===== config.mk =====
export PLATFORM = sky130hd
export DESIGN_NAME = clk_step_ctrl
export DESIGN_NICKNAME = d
export VERILOG_FILES = /design/src/rtl/clk_step_ctrl.sv
export SDC_FILE = /design/constraint.sdc
export NUM_CORES = 1
export LEC_CHECK = 0
export CAP_MARGIN = 10
export CORE_UTILIZATION = 50
export DETAILED_ROUTE_END_ITERATION = 7
export PLACE_DENSITY = 0.77
export SLEW_MARGIN = 40
export SYNTH_ARGS = -nofsm -noshare
export SYNTH_HDL_FRONTEND = slang
export SYNTH_SLANG_ARGS = --single-unit

===== constraint.sdc =====
create_clock -name clk_i -period 4 [get_ports clk_i]
set_input_delay 0.8 -clock clk_i [delete_from_list [all_inputs] [get_ports clk_i]]
set_output_delay 0.8 -clock clk_i [all_outputs]
set_load 0.01 [all_outputs]

===== src/rtl/clk_step_ctrl.sv =====
// Turns rising edges of the divided slow clock into one-cycle CPU tick strobes,
// with free-run, halt and counted burst modes. Optional breakpoint input: CLK_STEP_BKPT_EN.
module clk_step_ctrl #(
  parameter int unsigned STEP_W      = 8,
  parameter int unsigned SYNC_STAGES = 2,
  parameter int unsigned CNT_W       = 16
) (
  input  logic              clk_i,
  input  logic              reset_ni,
  input  logic              slow_clk_i,
  input  logic              run_i,
  input  logic              step_i,
  input  logic [STEP_W-1:0] step_count_i,
  output logic              tick_o,
  output logic              halted_o,
  output logic              busy_o,
  output logic [CNT_W-1:0]  tick_count_o
`ifdef CLK_STEP_BKPT_EN
  ,
  input  logic              bkpt_i
`endif
);

  localparam int unsigned WARM_CYCLES = SYNC_STAGES + 1;
  localparam int unsigned WARM_W      = $clog2(WARM_CYCLES + 1);

  typedef enum logic [1:0] {HALT, RUN, BURST} state_t;

  state_t              state;
  logic [SYNC_STAGES-1:0] sync_q;
  logic                prev_q;
  logic                step_q;
  logic [WARM_W-1:0]   warm_cnt;
  logic [STEP_W-1:0]   remaining;

  logic                synced_c;
  logic                warm_done_c;
  logic                rise_c;
  logic                step_re_c;
  logic                tick_en_c;
  logic [STEP_W-1:0]   burst_len_c;

  assign synced_c    = sync_q[SYNC_STAGES-1];
  assign warm_done_c = (warm_cnt == WARM_W'(WARM_CYCLES));
  // Masked until the synchronizer has flushed, so a high slow clock at release is not an edge
  assign rise_c      = synced_c & ~prev_q & warm_done_c;
  assign step_re_c   = step_i & ~step_q;
  assign burst_len_c = (step_count_i == '0) ? STEP_W'(1) : step_count_i;

`ifdef CLK_STEP_BKPT_EN
  assign tick_en_c = rise_c & ~bkpt_i & (((state == RUN) & run_i) | (state == BURST));
`else
  assign tick_en_c = rise_c & (((state == RUN) & run_i) | (state == BURST));
`endif

  // Slow-clock synchronizer, edge history, step edge and warm-up counter
  always_ff @(posedge clk_i or negedge reset_ni) begin
    if (!reset_ni) begin
      sync_q   <= '0;
      prev_q   <= 1'b0;
      step_q   <= 1'b0;
      warm_cnt <= '0;
    end else begin
      sync_q <= {sync_q[SYNC_STAGES-2:0], slow_clk_i};
      prev_q <= synced_c;
      step_q <= step_i;
      if (!warm_done_c) begin
        warm_cnt <= warm_cnt + WARM_W'(1);
      end
    end
  end

  // Mode FSM with registered tick, status and tick counter
  always_ff @(posedge clk_i or negedge reset_ni) begin
    if (!reset_ni) begin
      state        <= HALT;
      tick_o       <= 1'b0;
      halted_o     <= 1'b1;
      busy_o       <= 1'b0;
      remaining    <= '0;
      tick_count_o <= '0;
    end else begin
      tick_o <= tick_en_c;
      if (tick_en_c) begin
        tick_count_o <= tick_count_o + CNT_W'(1);
      end
`ifdef CLK_STEP_BKPT_EN
      if (bkpt_i) begin
        state     <= HALT;
        halted_o  <= 1'b1;
        busy_o    <= 1'b0;
        remaining <= '0;
      end else
`endif
      begin
        case (state)
          HALT: begin
            if (run_i) begin
              state    <= RUN;
              halted_o <= 1'b0;
            end else if (step_re_c) begin
              state     <= BURST;
              halted_o  <= 1'b0;
              busy_o    <= 1'b1;
              remaining <= burst_len_c;
            end
          end
          RUN: begin
            if (!run_i) begin
              state    <= HALT;
              halted_o <= 1'b1;
            end
          end
          BURST: begin
            if (rise_c) begin
              remaining <= remaining - STEP_W'(1);
              if (remaining <= STEP_W'(1)) begin
                state    <= run_i ? RUN : HALT;
                halted_o <= ~run_i;
                busy_o   <= 1'b0;
              end
            end
          end
          default: begin
            state    <= HALT;
            halted_o <= 1'b1;
            busy_o   <= 1'b0;
          end
        endcase
      end
    end
  end

endmodule


; Word level (Yosys, flattened, before mapping)
; Cells that the tools add are included.
; W data, S select, Z words.
[op_classes]
n_addsub = 3
magnitude_cmp = 1
n_eq_ne = 9
n_mux = 23
bitwise_logic = 10
n_reduce_logical = 6
[ops]
columns = op, count
row1 = $mux W8, 4
row2 = $add A16 B1 Y16 const B, 1
row3 = $pmux W8 S2, 1
row4 = $mux W1, 10
row5 = $mux W2, 5
row6 = $le A8 B1 Y1 const B, 1
row7 = $logic_not A8 Y1, 1
row8 = $ne A2 B2 Y1 const B, 4
row9 = $reduce_and A4 Y1, 2
row10 = $sub A8 B1 Y8 const B, 1
row11 = $pmux W1 S3, 2
row12 = $pmux W2 S3, 1
row13 = $and A1 B1 Y1, 5
row14 = $reduce_and A5 Y1, 1
row15 = $eq A2 B2 Y1 const B, 2
row16 = $not A1 Y1, 4
row17 = $ne A3 B3 Y1 const B, 1
row18 = $add A2 B1 Y2 const B, 1
row19 = $eq A2 B1 Y1 const B, 1
row20 = $logic_not A2 Y1, 1
row21 = $ne A2 B1 Y1 const B, 1
row22 = $reduce_bool A2 Y1, 1
row23 = $or A1 B1 Y1, 1
[totals]
ff_bits = 35
word_cells = 62

; Logic depth before layout (Yosys ltp)
; Gate-level depths: netlist of the first run.
[logic_depth]
word_depth = 5
depth_mapped = 7

; Least setup slack after synthesis of the first run
; OpenSTA, ideal clock, no wires.
[synth_path]
path_type = in2reg
from = input run_i
to = register remaining[1]
setup_time_ns = 0.124
arrival_ns = 1.874
slack_ns = 2.001
stages = 5
cell_sequence = or4b_4 -> a21o_1 -> buf_6 -> a211oi_2 -> a21oi_1
[synth_via]
elab_chain_len = 2
[synth_lines]
columns = item, line
row1 = "start, declared", 11  ; input logic run_i,
row2 = $ne A2 B2 Y1 (no line), -
row3 = $reduce_and A4 Y1 (no line), -
row4 = "end signal, assigned", 105  ; remaining <= burst_len_c;
row5 = "end signal, assigned", 116  ; remaining <= remaining - STEP_W'(1);
row6 = "end, declared", 34  ; logic [STEP_W-1:0] remaining;
; No other way between the ends.
; A chain may end at the register's enable or synchronous reset.

; Worst setup path in the final report of the first run
; Same ends and word-level chain as after synthesis.

==> results.md, run 1 <==
- The flow ran to the end, and the final reports show no timing, DRC or antenna violations.
- The static leakage is about 0.9 nW.
- In this run the register-to-register setup slack is 1860 ps.
- The sum of buffers and inverters on the critical path is 1.
- The reported max-cap violation count is 0.
- The biggest area contributor in the post-synthesis netlist is sky130_fd_sc_hd__dfrtp_1.
- The count of instances resized after the clock tree is built is 0.
- The final-layout fill cell count is roughly 290.
- By instance count, the leading cell after synthesis is sky130_fd_sc_hd__dfrtp_1.
- The count of hold-fix buffers inserted at cts is 0.
- The ratio of total power to cell area is between 400 and 500 nW/um^2.
- The number of buffers added by the clock tree synthesis step is 5.
- Dividing the synthesized area by the synthesized cell count gives between 10 and 15 um^2.
- The clock tree from TritonCTS is built.
- Summed over its instances, the top area cell type makes up roughly half of the synthesized netlist area.
- The depth of the CTS H-tree is 2.
- The number of antenna violations at the first check in global routing came to 0.
- The core outline area is approximately 3300 um^2.
- The total count of max-transition violations in the final report is 0.
- The share of power burned in registers is approximately half.
- The effective utilization at floorplan is 52.08%.
- Measured in cells, the most critical reg-to-reg path has a length of 3.
- The total I/O pin count is 32.
- The overall die width is between 60 and 70 um.
- The CTS clock-pin slew for the worst setup and hold paths is between 100 and 150 ps.
- Based on the critical path, the design can be clocked at up to between 400 and 500 MHz.
- The number of enable-type register cells in the synthesized netlist is 0.
- The worst hold path terminates at sync_q[1]$_DFF_PN0_.
- The routed via count is about 1400.
- By area the synthesized netlist is led by sky130_fd_sc_hd__dfrtp_1, sky130_fd_sc_hd__xnor2_1, sky130_fd_sc_hd__xor2_1.
- The die covers roughly 3700 um^2.
- The final layout net count is 216.
- The antenna diode count is 0.
- The share of synthesized registers carrying an async set or reset is 100.0%.
- The overall routing resource usage is 22.17%.
- The number of DRC violations after detailed routing is 0.
- The min-delay analysis places its worst path in the category flip-flop to flip-flop.
- The switching power is around 0.35 mW.
- The launch instance of the worst min-delay path is sync_q[0]$_DFF_PN0_.
- The maximum count of clock buffers along a single path is 2.
- The kind of start point of the critical path is an input pin.
- In this run switching power makes up approximately 33% of total power.
- The share of layout cells above drive strength 1 is under 10%.
- After routing, the total negative slack on setup checks comes to 0 ps.
- The critical path goes through clkdlybuf4s50_1 > or4b_4 > a21o_1 > a211oi_2 > a21oi_1.
- The clock group share of total power is about 25%.
- The Yosys step of the flow raised 0 warnings.
- The count of buffers inserted at the top-level ports is 31.
- In this run, distinct cell masters in the synthesized netlist total 41.
- Once placement completed, the tool counted placed cells totaling about 240.
- The post-CTS repair timing setup buffer count is 0.
- The post-route worst hold slack is 362.5 ps.
- The root buffer cell chosen for the clock tree is sky130_fd_sc_hd__clkbuf_4.
- The maximum vdd drop is 0.2704 mV.
- After synthesis the cells add up to approximately 1700 um^2.
- The number of endpoints failing setup at the final stage is 0.
- The first detailed-routing pass took 4 iterations.
- Setup repair after global routing left no endpoint under its margin.
- The tree built by TritonCTS fans out to 35 sinks.
- The count of final hold-check violations is 0.
- In this run the critical register-to-register path is launched from state[0]$_DFFE_PN0P_.
- The longest individual stage delay on the worst path is 570 ps.
- The worst setup path is captured at a flip-flop.
- The worst slew slack as a fraction of its limit is 51.21%.
- The first global-routing pass estimated 5871 um of wire.
- The maximum fanout along the worst path is 11.
- The path type of the worst setup path is input pin to flip-flop.
- The row count is 21.
- The wire length after detailed routing is ~3600 um.
- After synthesis, the most frequently instantiated cells are sky130_fd_sc_hd__dfrtp_1, sky130_fd_sc_hd__nor2_1.
- The overall die height is a little over 60 um.
- After detailed routing, the average wire length per cell comes to between 10 and 15 um.
- After synthesis the netlist holds a flip-flop and latch count of 35.
- The endpoint of the most critical register-to-register path is tick_count_o[1]$_DFFE_PN0P_.
- Among all flip-flop cells after synthesis, the most frequent one is sky130_fd_sc_hd__dfrtp_1.
- The number of global-route vias before repair was 1399.
- The post-detailed-route via-to-cell ratio is between 5 and 6.
- The placed wire-length estimate after detailed placement is ~2600 um.
- For the worst setup path, the data required time is 4220 ps.
- At the pin with the least slew margin, the transition time is around 730 ps.
- The area growth from synthesis to final layout is 24.55%.
- The kind of cell adding the most delay to the critical path is compound AO/OA/AOI/OAI gates.
- The total overflow reported by the global router is 0.
- The data arrival time of the critical path is between 2000 and 2500 ps.
- The detail route stage leaves a number of antenna-violating nets equal to 0.
- The post-route minimum period is about 2300 ps.
- The combined flip-flop and latch cell area is 877.1 um^2.
- At the later pin of the worst-skew pair, clock insertion delay measures 340 ps.
- The maximum number of pins on one net before global-route repair is 36.
- The cell with the biggest individual delay on the critical path is sky130_fd_sc_hd__or4b_4.
- The net count after synthesis is 182.
- The part of the power in combinational logic is 25.2%.
- The number of DRC markers after the initial detailed-route iteration is 73.
- The multi-input combinational cells in the finished layout cover a total of ~820 um^2.
- Counting instances, the worst hold path has a depth of 0.
- The non-filler instance count after layout is 246.
- The internal power contribution is about 0.72 mW.
- The sequential cell area fraction in the yosys report is between 50% and 60%.
- Of the available clock period, the critical path in the final layout requires 56.50%.
- The clock arrives with between 10 and 15 ps of skew.
- At the end of routability-driven placement, the weighted congestion stood at slightly above 0.8.
- The count of mapped cells out of synthesis is about 170.
==> cell families (layout without fill, tap and decap cells) <==
family / after synthesis / after routing / synth area share (%)
AND/OR/NAND/NOR: 62 / 62 / 19.51
AO/OA/AOI/OAI: 38 / 38 / 14.69
flip-flops: 35 / 35 / 50.47
XOR/XNOR: 16 / 16 / 8.064
buffers and inverters: 7 / 42 / 2.448
adder cells (fa/ha/maj): 4 / 4 / 2.880
multiplexers: 3 / 3 / 1.944
==> layer usage <==
layer | vias up | track usage (%) | share of wire (%)
met5 | - | 0 | 0
met4 | 0 | 10.06 | 1.5
met3 | 5 | 6.823 | 4.4
met2 | 35 | 37.68 | 48
met1 | 656 | 25.76 | 46
li1 | 672 | - | -
==> how the worst max path moves through the flow <==
stage	start	end	slack, ps	depth (start not counted)
global placement	run_i	remaining[7]$_DFFE_PN0P_	1420	5
global route	run_i	remaining[4]$_DFFE_PN0P_	1680	5
detailed placement	run_i	remaining[4]$_DFFE_PN0P_	1380	5
finish	run_i	remaining[1]$_DFFE_PN0P_	1740	5
CTS	halted_o$_DFFE_PN1P_	halted_o	1740	1
floorplan	run_i	remaining[1]$_DFFE_PN0P_	2000	5
==> power groups by stage <==
stage / Clock [mW] / Sequential, mW / Combinational [mW]
after CTS: 0.275 / 0.536 / 0.275
after global placement: 0 / 0.537 / 0.262
after global routing: 0.288 / 0.551 / 0.303
after detailed placement: 0 / 0.542 / 0.273
final: 0.268 / 0.537 / 0.271
after floorplan: 0 / 0.530 / 0.146
==> state kept, by name, indices dropped and copies added (netlist names) <==
| register | cells |
|---|---|
| remaining | 8 |
| warm_cnt | 2 |
| prev_q | 1 |
| sync_q | 2 |
| step_q | 1 |
| tick_count_o | 16 |
| busy_o | 1 |
| halted_o | 1 |
| tick_o | 1 |
| state | 2 |
==> stage by stage <==
stage          util (%)  power [mW]  worst slack, ps  instance area (um^2)
6_report          64.87       1.077             1740                  2165
5_1_grt           64.87       1.142             1680                  2165
4_1_cts           64.87       1.086             1736                  2165
3_5_place_dp      62.28      0.8149             1375                  2078
3_3_place_gp      62.28      0.7981             1418                  2078
2_1_floorplan         -      0.6761             2001                  1738
==> area by class of cell <==
cell class	count	area share (%)
Clock buffer	6	2.370
Clock inverter	2	1.618
Inverter	2	0.3468
Multi-Input combinational cell	123	37.80
Sequential cell	35	40.52
Tap cell	46	2.659
Timing Repair Buffer	32	14.68
==> cell usage in the layout, fill, tap and decap left out, drive strengths merged, types with 4 or more instances in the layout <==
cell / n
clkbuf: 6
o21ai: 13
clkdlybuf4s50: 31
nand3: 6
a21oi: 10
xnor2: 9
nand3b: 4
nor3: 9
nor2: 12
nand4: 4
xor2: 7
ha: 4
dfrtp: 34
nand2: 9
==> worst register-to-register path, stage by stage, from the launching register on <==
cell	delay, ps
sky130_fd_sc_hd__dfrtp_1	530
sky130_fd_sc_hd__nand2b_1	540
sky130_fd_sc_hd__a21oi_1	570
sky130_fd_sc_hd__mux2_2	390
Note: power is estimated with default switching activity, not from simulation.
==> run 2: changes to the inputs <==
Clock period 4 ns to 2.1 ns, I/O delays scaled along.
==> results.md, run 2 (synthesis gave the netlist of run 1 again) <==
- The flow ran to the end, and the final reports show no timing, DRC or antenna violations.
- The internal power contribution is between 1 and 1.5 mW.
- The finished layout holds about 250 standard cells, fillers aside.
- The number of DRC markers after the initial detailed-route iteration is about 120.
- The path type of the worst setup path is flip-flop to output port.
- Clock latency on the worst-skew pair, taken at its later pin, is 350 ps.
- After layout, the worst path uses 89.02% of the clock period.
- The number of buffers added by the clock tree synthesis step is 5.
- The number of antenna violations at the first check in global routing was 0.
- The most common cell after layout, fill and taps aside is sky130_fd_sc_hd__dfrtp_1.
- The wire-length estimate of the detail-placed layout is approximately 2600 um.
- On the final layout, the worst clock skew is approximately 11 ps.
- Summed over all layers, the routed wires come to 3534 um.
- The count of buffers inserted at the top-level ports is 31.
- The count of final hold-check violations was 0.
- In the final routed layout, each cell accounts on average for about 14 um.
- The last element of the critical path is halted_o.
- No sink is reached through more buffers than the 2 on the longest clock path.
- The kind of cell adding the most delay to the critical path is flip-flops.
- The row count is 21.
- The critical path depth is 1.
- The endpoint identified for the worst register-to-register timing path is halted_o$_DFFE_PN1P_.
- Using the TritonRoute via totals, the vias-per-cell ratio works out to around 5.6.
- Cells with a size suffix above 1 make up 12.50% of the layout.
- The clock tree from TritonCTS is built.
- Summing all placed instances gives a cell area of between 2000 and 2500 um^2.
- The multi-input combinational cell area is slightly above 800 um^2.
- The overall die height is 60.96 um.
- The final RePlAce weighted congestion is between 0.8 and 0.9.
- Across the VDD grid, the largest voltage drop is 0.4501 mV.
- Headroom to the max-slew limit came out at 69.18%.
- The source of the critical timing path is halted_o$_DFFE_PN1P_.
- The number of setup buffers added after CTS is 0.
- In this run the power density over the cells is roughly 920 nW/um^2.
- The switching power is 0.6767 mW.
- The highest clock rate is 534.9 MHz.
- In the final layout, the registers with the most flip-flops are tick_count_o x16, remaining x8.
- The final layout net count is ~220.
- The wire length of the first global-routing pass is 5871 um.
- The count of hold-fix buffers inserted at cts is 0.
- Data on the critical path arrives at its endpoint at roughly 1500 ps.
- The floorplan die area is 3716 um^2.
- The filler cells instantiated in the layout total between 200 and 300.
- The number of routed nets with antenna violations is 0.
- The sum of buffers and inverters on the critical path is 1.
- The number of global-route vias before repair is 1316.
- Of all nets on the critical path, the largest fanout is 4.
- The signal on the critical path passes through clkdlybuf4s50_1.
- The core outline area is roughly 3300 um^2.
- The post-route cell area is ~2200 um^2.
- In this run, post-CTS repair resized a total of 0 instances.
- The master cell of the clock root buffer is sky130_fd_sc_hd__clkbuf_4.
- The clock group share of total power is about a quarter.
- The switching portion of total power is approximately a third.
- The total I/O pin count is 32.
- In the post-route analysis, the smallest setup slack over all paths is about 230 ps.
- The total count of max-transition violations in the final report is 0.
- From synthesis to final layout, the design area changed by 27.72%.
- At the pin with the least slew margin, the transition time is about 460 ps.
- The largest individual stage delay along the critical path comes from the cell sky130_fd_sc_hd__dfstp_2.
- Summed over all layers, the global routing overflow is 0.
- The element type at the critical path end is an output port.
- The tool flagged a number of max-cap violations equal to 0.
- The register bank with the most flops is tick_count_o.
- Setup repair after global routing left no endpoint under its margin.
- The register with the most flip-flops in the layout has 16 of them.
- The overall die width is roughly 60 um.
- The antenna diode count is 0.
- For this run, the detailed router's first-pass iteration total came to 4.
- Setup violations remaining at the end of the flow were counted as 0.
- Combinational cells account for 26.0% of the total power.
- The number of cells on the worst reg-to-reg path is 5.
- Leaving out fill and tap cells, the most frequent cells in the layout are sky130_fd_sc_hd__dfrtp_1, sky130_fd_sc_hd__clkdlybuf4s50_1, sky130_fd_sc_hd__nor2_1.
- STA classifies the critical path startpoint as a flip-flop.
- The source of the worst register-to-register timing path is remaining[0]$_DFFE_PN0P_.
- At the placement stage, the worst setup path has a slack of -70.72 ps.
- The number of DRC violations after detailed routing is 0.
- In the final layout, flip-flops and latches occupy 877.1 um^2.
- After clock tree synthesis, the clock-pin slew on the worst setup and hold paths is approximately 110 ps.
- The largest single stage delay on the critical path is 570 ps.
- The placed cell count is roughly 250.
- For this design the static power due to leakage is between 0.9 and 1 nW.
- Entering global routing, the biggest net connects 36 pins.
- The sum of negative setup slack is 0 ps.
- The post-route minimum period is 1869 ps.
- The H-tree was split into 2 levels.
- The routed via count is 1431.
- The worst-case register-to-register setup slack is 280 ps.
- The share of power burned in registers is 50.3%.
- For this run, the total global-route usage over all layers was measured as between 20% and 30%.
- The clock drives 35 sinks.
- For the worst setup path, the data required time is between 1500 and 2000 ps.
- The effective utilization at floorplan is 52.08%.
- In this run the worst hold path is classified as flip-flop to flip-flop.
## run 2: changes by cell type in the layout (fill, tap and decap cells not counted), sizes merged
cell / before / now
clkinv: 1 / 2
clkbuf: 6 / 5
buf: 1 / 9
## run 2: worst min-delay path by stage
stage,from,end,slack (ps),depth (start not counted)
after detailed placement,sync_q[0]$_DFF_PN0_,sync_q[1]$_DFF_PN0_,340,0
after CTS,sync_q[0]$_DFF_PN0_,sync_q[1]$_DFF_PN0_,360,0
final,sync_q[0]$_DFF_PN0_,sync_q[1]$_DFF_PN0_,370,0
after global routing,sync_q[0]$_DFF_PN0_,sync_q[1]$_DFF_PN0_,370,0
after floorplan,reset_ni,busy_o$_DFFE_PN0P_,120,0
after global placement,sync_q[0]$_DFF_PN0_,sync_q[1]$_DFF_PN0_,330,0
## run 2: cell type report
cell class | count | share of cell area [%]
repair buffers | 40 | 17.02
flip-flops and latches | 35 | 39.52
clock inverters | 3 | 1.973
inverters | 2 | 0.3382
well taps | 46 | 2.593
clock buffers | 5 | 1.691
multi-input cells | 123 | 36.87
## run 2: power by group through the flow
stage	sequential, mW	clock [mW]	combinational [mW]
after floorplan	1.01	0	0.278
after global placement	1.02	0	0.509
after detailed placement	1.03	0	0.533
after CTS	1.02	0.493	0.537
after global routing	1.05	0.529	0.585
final	1.02	0.482	0.530
## run 2: routing by layer
layer	wire (um)	track usage (%)
met5	0	0
met4	49	7.792
met3	187	6.610
met2	1690	36.73
met1	1606	27.26
## run 2: per-stage QoR
| step | hold WS (ps) | util, % | power, mW |
|---|---|---|---|
| global route | 372.9 | 66.52 | 2.166 |
| finish | 366.3 | 66.52 | 2.036 |
| global placement | 334.1 | 64.08 | 1.528 |
| detailed placement | 335.8 | 64.08 | 1.564 |
| floorplan | 124.4 | - | 1.288 |
| CTS | 361.9 | 66.52 | 2.051 |
